==> src/rtl/instruction_fetch.sv <==
// instruction_fetch: program counter and single-outstanding instruction
// memory requester. Resolves unconditional jumps locally, accepts taken-branch
// redirects, and carries a one-entry skid buffer so a decode stall never loses
// a returned word.
module instruction_fetch #(
  parameter int INSTR_BITS   = 32,
  parameter int OP_CODE_BITS = 6,
  parameter int ADDR_BITS    = 16,
  parameter int RESET_PC     = 0,
  parameter int JUMP_OPCODE  = 15
) (
  input  logic                    clk,
  input  logic                    rst_n,
  output logic                    imem_req,
  output logic [ADDR_BITS-1:0]    imem_addr,
  input  logic                    imem_valid,
  input  logic [INSTR_BITS-1:0]   imem_data,
  input  logic                    stall,
  input  logic                    redirect,
  input  logic [ADDR_BITS-1:0]    redirect_addr,
  output logic                    instr_valid,
  output logic [OP_CODE_BITS-1:0] opcode,
  output logic [4:0]              rs,
  output logic [4:0]              rt,
  output logic [4:0]              rd,
  output logic [15:0]             imm,
  output logic [ADDR_BITS-1:0]    pc_out
);

  localparam logic [ADDR_BITS-1:0]    RESET_ADDR = ADDR_BITS'(RESET_PC);
  localparam logic [OP_CODE_BITS-1:0] JUMP_OP    = OP_CODE_BITS'(JUMP_OPCODE);
  localparam logic [ADDR_BITS-1:0]    PC_STEP    = {{(ADDR_BITS-1){1'b0}}, 1'b1};
  localparam logic [ADDR_BITS-1:0]    ADDR_ZERO  = {ADDR_BITS{1'b0}};
  localparam logic [INSTR_BITS-1:0]   WORD_ZERO  = {INSTR_BITS{1'b0}};

  // FETCH issues a request, WAIT expects its response, HOLD parks a word in
  // the skid slot behind a stalled output, DROP swallows a response that a
  // redirect made stale.
  typedef enum logic [1:0] {
    FETCH = 2'd0,
    WAIT  = 2'd1,
    HOLD  = 2'd2,
    DROP  = 2'd3
  } state_t;

  state_t                  state_r;
  state_t                  state_s;
  logic [ADDR_BITS-1:0]    pc_r;
  logic [ADDR_BITS-1:0]    pc_s;
  logic                    out_valid_r;
  logic                    out_valid_s;
  logic [INSTR_BITS-1:0]   out_word_r;
  logic [INSTR_BITS-1:0]   out_word_s;
  logic [ADDR_BITS-1:0]    out_pc_r;
  logic [ADDR_BITS-1:0]    out_pc_s;
  logic [INSTR_BITS-1:0]   skid_word_r;
  logic [INSTR_BITS-1:0]   skid_word_s;
  logic [ADDR_BITS-1:0]    skid_pc_r;
  logic [ADDR_BITS-1:0]    skid_pc_s;
  logic                    consumed_s;
  logic                    is_jump_s;
  logic [ADDR_BITS-1:0]    pc_inc_s;

  // Decode takes the presented word on any cycle it is live and not stalled.
  assign consumed_s = out_valid_r && !stall;
  assign is_jump_s  = (imem_data[INSTR_BITS-1 -: OP_CODE_BITS] == JUMP_OP);
  // Natural truncation gives the wrap from the top address back to zero.
  assign pc_inc_s   = pc_r + PC_STEP;

  // The request is a pure function of state so it goes out in the same cycle
  // the FSM enters FETCH; a redirect in that cycle cancels it.
  assign imem_req  = rst_n && !redirect && (state_r == FETCH);
  assign imem_addr = pc_r;

  assign instr_valid = out_valid_r;
  assign opcode      = out_word_r[INSTR_BITS-1 -: OP_CODE_BITS];
  assign rs          = out_word_r[25:21];
  assign rt          = out_word_r[20:16];
  assign rd          = out_word_r[15:11];
  assign imm         = out_word_r[15:0];
  assign pc_out      = out_pc_r;

  // Next-state and datapath update; redirect overrides every other event.
  always_comb begin
    state_s     = state_r;
    pc_s        = pc_r;
    out_valid_s = consumed_s ? 1'b0 : out_valid_r;
    out_word_s  = out_word_r;
    out_pc_s    = out_pc_r;
    skid_word_s = skid_word_r;
    skid_pc_s   = skid_pc_r;
    if (redirect) begin
      pc_s        = redirect_addr;
      out_valid_s = 1'b0;
      skid_word_s = WORD_ZERO;
      skid_pc_s   = ADDR_ZERO;
      case (state_r)
        FETCH:   state_s = FETCH;
        WAIT:    state_s = imem_valid ? FETCH : DROP;
        HOLD:    state_s = FETCH;
        DROP:    state_s = DROP;
        default: state_s = FETCH;
      endcase
    end else begin
      case (state_r)
        FETCH: begin
          state_s = WAIT;
        end
        WAIT: begin
          if (imem_valid) begin
            state_s = FETCH;
            if (is_jump_s) begin
              // Jumps never reach decode; only the PC moves.
              pc_s = imem_data[ADDR_BITS-1:0];
            end else if (!out_valid_r || !stall) begin
              out_valid_s = 1'b1;
              out_word_s  = imem_data;
              out_pc_s    = pc_r;
              pc_s        = pc_inc_s;
            end else begin
              skid_word_s = imem_data;
              skid_pc_s   = pc_r;
              pc_s        = pc_inc_s;
              state_s     = HOLD;
            end
          end else begin
            state_s = WAIT;
          end
        end
        HOLD: begin
          if (consumed_s) begin
            out_valid_s = 1'b1;
            out_word_s  = skid_word_r;
            out_pc_s    = skid_pc_r;
            state_s     = FETCH;
          end else begin
            state_s = HOLD;
          end
        end
        DROP: begin
          state_s = imem_valid ? FETCH : DROP;
        end
        default: begin
          state_s = FETCH;
        end
      endcase
    end
  end

  // FSM state register.
  always_ff @(posedge clk) begin
    if (!rst_n) begin
      state_r <= FETCH;
    end else begin
      state_r <= state_s;
    end
  end

  // PC, output slot and skid slot registers.
  always_ff @(posedge clk) begin
    if (!rst_n) begin
      pc_r        <= RESET_ADDR;
      out_valid_r <= 1'b0;
      out_word_r  <= WORD_ZERO;
      out_pc_r    <= ADDR_ZERO;
      skid_word_r <= WORD_ZERO;
      skid_pc_r   <= ADDR_ZERO;
    end else begin
      pc_r        <= pc_s;
      out_valid_r <= out_valid_s;
      out_word_r  <= out_word_s;
      out_pc_r    <= out_pc_s;
      skid_word_r <= skid_word_s;
      skid_pc_r   <= skid_pc_s;
    end
  end

endmodule

==> config.mk <==
export PLATFORM = sky130hd
export DESIGN_NAME = instruction_fetch
export DESIGN_NICKNAME = d
export VERILOG_FILES = /design/src/rtl/instruction_fetch.sv
export SDC_FILE = /design/constraint.sdc
export NUM_CORES = 1
export LEC_CHECK = 0
export ABC_AREA = 1
export CORE_MARGIN = 2
export CORE_UTILIZATION = 55
export DETAILED_ROUTE_END_ITERATION = 7
export PLACE_DENSITY = 0.86
export SLEW_MARGIN = 30
export SYNTH_ARGS = -nofsm -noshare
export SYNTH_HDL_FRONTEND = slang
export SYNTH_SLANG_ARGS = --single-unit
==> constraint.sdc <==
create_clock -name clk -period 4.2 [get_ports clk]
set_input_delay 0.84 -clock clk [delete_from_list [all_inputs] [get_ports clk]]
set_output_delay 0.84 -clock clk [all_outputs]
set_load 0.01 [all_outputs]
# == Word-level counts from Yosys, hierarchy flattened ==
# Index checks and enable logic that the tools add are counted.
# totals
ff_bits,115
output_inout_bits,71
elab_cells,64
# op_classes
n_addsub,1
n_eq_ne,8
n_mux,28
bitwise,4
n_reduce_logical,16
# op_table
op,n
$mux W16,8
$mux W32,4
$pmux W32 S2,1
$pmux W16 S2,1
$add A16 B1 Y16 const B,1
$mux W2,6
$ne A2 B2 Y1 const B,4
$pmux W2 S4,1
$eq A6 B4 Y1 const B,1
$pmux W2 S3,1
$reduce_and A6 Y1,1
$reduce_bool A2 Y1,3
$mux W1,5
$eq A2 B2 Y1 const B,2
$not A1 Y1,4
$reduce_and A4 Y1,1
$reduce_or A2 Y1,2
$logic_and A1 B1 Y1,3
$logic_not A1 Y1,3
$eq A2 B1 Y1 const B,1
$logic_not A2 Y1,1
$pmux W1 S2,1
$reduce_and A2 Y1,1
$logic_or A1 B1 Y1,1

# == Depth between registers and ports, before layout ==
# logic_depth
depth_word,7
depth_mapped,10
mapped_depth_nobuf,10

# == Worst setup path after synthesis ==
# OpenSTA, ideal clock, no wires.
# synth_path
kind,in2out
startpoint,in redirect
endpoint,out imem_req
arrival_ns,1.671
t_required_ns,3.360
path_slack_ns,1.689
stages,5
path_buffers,2
path_cell_list,buf_2 > nor2_1 > inv_1 > clkbuf_1 > nor2_1
# synth_between
elab_chain_len,3
# synth_lines
item,line_no,rtl
from (decl),19,"input logic redirect,"
$logic_not A1 Y1,72,assign imem_req = rst_n && !redirect && (state_r == FETCH);
$logic_and A1 B1 Y1 (2 in series),72,
to (decl),14,"output logic imem_req,"
# Every way passes these cells.

# == Worst setup path in the final report ==
# Same ends and word-level chain as after synthesis.

==> flow_summary.toml <==
[critical_path]
path_cells = "clkdlybuf4s50_1 > nor2_2 > inv_1 > nor2_1 > clkdlybuf4s50_1"
r2r_slack_ps = 1900
critPathTopFamily = "buffers and inverters"
crit_fanout = 12
crit_required_ps = 3360
end_kind = "output pin"
path_class = "input port to output pin"
worstRegToRegCells = 10
path_buf_inv = 3
slowest_delay_ps = 550
critPathLaunchType = "input port"
cpMostUsedCell = "clkdlybuf4s50_1"
r2r_end = "out_word_r[8]$_SDFFE_PN0P_"
slowest_stage = "clkdlybuf4s50_1"
timing.rr.start = "state_r[0]$_SDFF_PN0_"
arrival_ps = 2330

[die]
core_sq_um = 9774
io_pins = 124
initial_core_util = 0.5641
die_area_sq_um = 10840
die_width_um = 104.1
row_count = 36
die_h_um = 104.1

[sta]
setup-tns-final_ps = 0
finalMaxSlewViolations = 0
timing.fmax_mhz = 315.9
worstMarginPinSlew_ps = 647.9
whs_ps = 441.9
maxSlewHeadroom = 0.5681
rsz0062_at_grt = "no"
setup_viol = 0
hold_violations = 0
finalWorstSetupSlack_ps = 1035
fin_skew_ps = 6.571
period_needed_ps = 3165
timing.final.crit_share = 0.7536

[clock_tree]
clock_sinks = 115
post_cts_resized = 0
hold_buffers = 0
post-cts-setup-buffer-count = 0
cts-htree-levels = 4
cts_tree = "done"
numCtsBuffers = 17
clkLatencyLatePin_ps = 510
cts_root_buf = "clkbuf_8"
clockBufferDepth = 2
cts.clk_slew.worst_paths_ps = 60

[layout]
drive_gt1_frac = 0.06096
n_antenna_cell = 0
final_cell_mix = "214 x nand2_1, 128 x nor2_1, 122 x clkdlybuf4s50_1"
final_common_cell = "nand2_1"
syn_to_final_growth_pct = 31.27
final_area_sq_um = 7238
nets = 982

[hold_path]
hold_end = "skid_word_r[0]$_SDFFE_PP0P_"
hold_class = "flip-flop to flip-flop"
hp-start = "skid_word_r[0]$_SDFFE_PP0P_"
whs_path_depth = 2

[global_routing]
antenna_found_initial = 0
gr-total-overflow = 0
first_global_vias = 5200
track_usage = 0.2802
grt_pass1_wl_um = 24800
grt_max_degree = 97

[power_and_ir_drop]
total_power_w = 0.002940
p_leak_nw = 2.856
p_per_area_nw_per_um2 = 406.2
peakVddDrop_uv = 220.9

[synth]
ys_ff_latch = 115
mappedNetlistArea_sq_um = 5514
post_synth.cell_area_avg_sq_um = 6.692
ys_seq_area_frac = 0.4175
yosys.cell_types.count = 33
syn_nets = 883
syn_inst = 824
yosys_warnings = 0

[detailed_routing]
ant_nets = 0
wire_per_inst_um = 13.87
wirelength_um = 14810
dr.first_iter.drc_count = 417
vias_per_cell = 5.209
drc = 0
vias = 5563
dr.pass1.iters = 5

[place]
placed_cell_area_sq_um = 6708
dp_slack_ps = 1031
dp_hpwl_um = 9655
port_buffers = 123
gp_congestion = 0.9487

[outcome]
outcome = "finished, final reports clean"

[flow_run]
maxCapViolCount = 0
[cell families after synthesis]
kind of cell | synth area share
xor+xnor | 0.01271
fa+ha+maj | 0.01361
buf+inv | 0.1078
flops | 0.4175
simple gates | 0.2988
compound gates | 0.1495
[worst register-to-register path, delay by kind of cell, from the launching register on]
family,cells,cell delay [ps]
buffers and inverters,3,770
and+or+nand+nor,4,470
DFF,1,390
AOI/OAI and AO/OA,2,360
adders and majority gates,1,210
[through the flow]
step,instances,util
after floorplan,824,-
after global placement,1037,0.6863
after detailed placement,1037,0.6863
after CTS,1068,0.7405
after global routing,1068,0.7405
final,1068,0.7405
[report_power, final]
part           switching (W)  internal, W
logic               0.000231     0.000217
registers          0.0000487      0.00115
clock network       0.000519     0.000778
total               0.000798      0.00214
[sequential cells by signal, summed over array words and instances, names as in the netlist]
signal       cells
imem_addr       16
pc_out          16
skid_pc_r       16
out_word_r      32
skid_word_r     32
state_r          2
instr_valid      1
[per-layer routing]
metal | GRT usage | part of all wire
met2 | 0.4563 | 0.47
met5 | 0 | 0
met1 | 0.3629 | 0.44
met4 | 0.1149 | 0.031
met3 | 0.05827 | 0.053
[layout make-up]
type / instances / area, sq um
clock buffer: 18 / 417.9
clock inverter: 13 / 112.6
fill: 773 / 2536
inverter: 78 / 295.3
multi-input combinational: 578 / 2630
sequential: 115 / 2302
tap: 133 / 166.4
timing repair buffer: 133 / 1314
[synthesized netlist by cell type, drive strengths merged]
| cell | n | area [sq um] |
|---|---|---|
| o221ai | 3 | 26.28 |
| nor3 | 1 | 10.01 |
| inv | 75 | 284.0 |
| or2 | 1 | 6.260 |
| a21oi | 78 | 394.1 |
| o2111ai | 1 | 8.760 |
| a31oi | 1 | 6.260 |
| clkbuf | 22 | 82.58 |
| o21bai | 2 | 15.01 |
| clkinv | 3 | 11.26 |
| a41oi | 1 | 8.760 |
| o21ai | 67 | 335.3 |
| ha | 6 | 75.07 |
| xnor2 | 5 | 43.79 |
| nor2 | 131 | 506.7 |
| nor3b | 1 | 7.510 |
| dfxtp | 115 | 2302 |
| o211ai | 4 | 30.03 |
| xor2 | 3 | 26.28 |
| nand2 | 215 | 809.5 |
| nand4 | 6 | 37.54 |
| nand3 | 52 | 270.3 |
| buf | 31 | 216.5 |
[worst max-delay path by stage]
stage	cells past startpoint	slack, ps	startpoint	to
after global routing	5	950	redirect	imem_req
after floorplan	5	1690	redirect	imem_req
final	5	1030	redirect	imem_req
after CTS	5	1020	redirect	imem_req
after global placement	5	1060	redirect	imem_req
after detailed placement	5	1030	redirect	imem_req
Power figures use the tool's default switching activity.
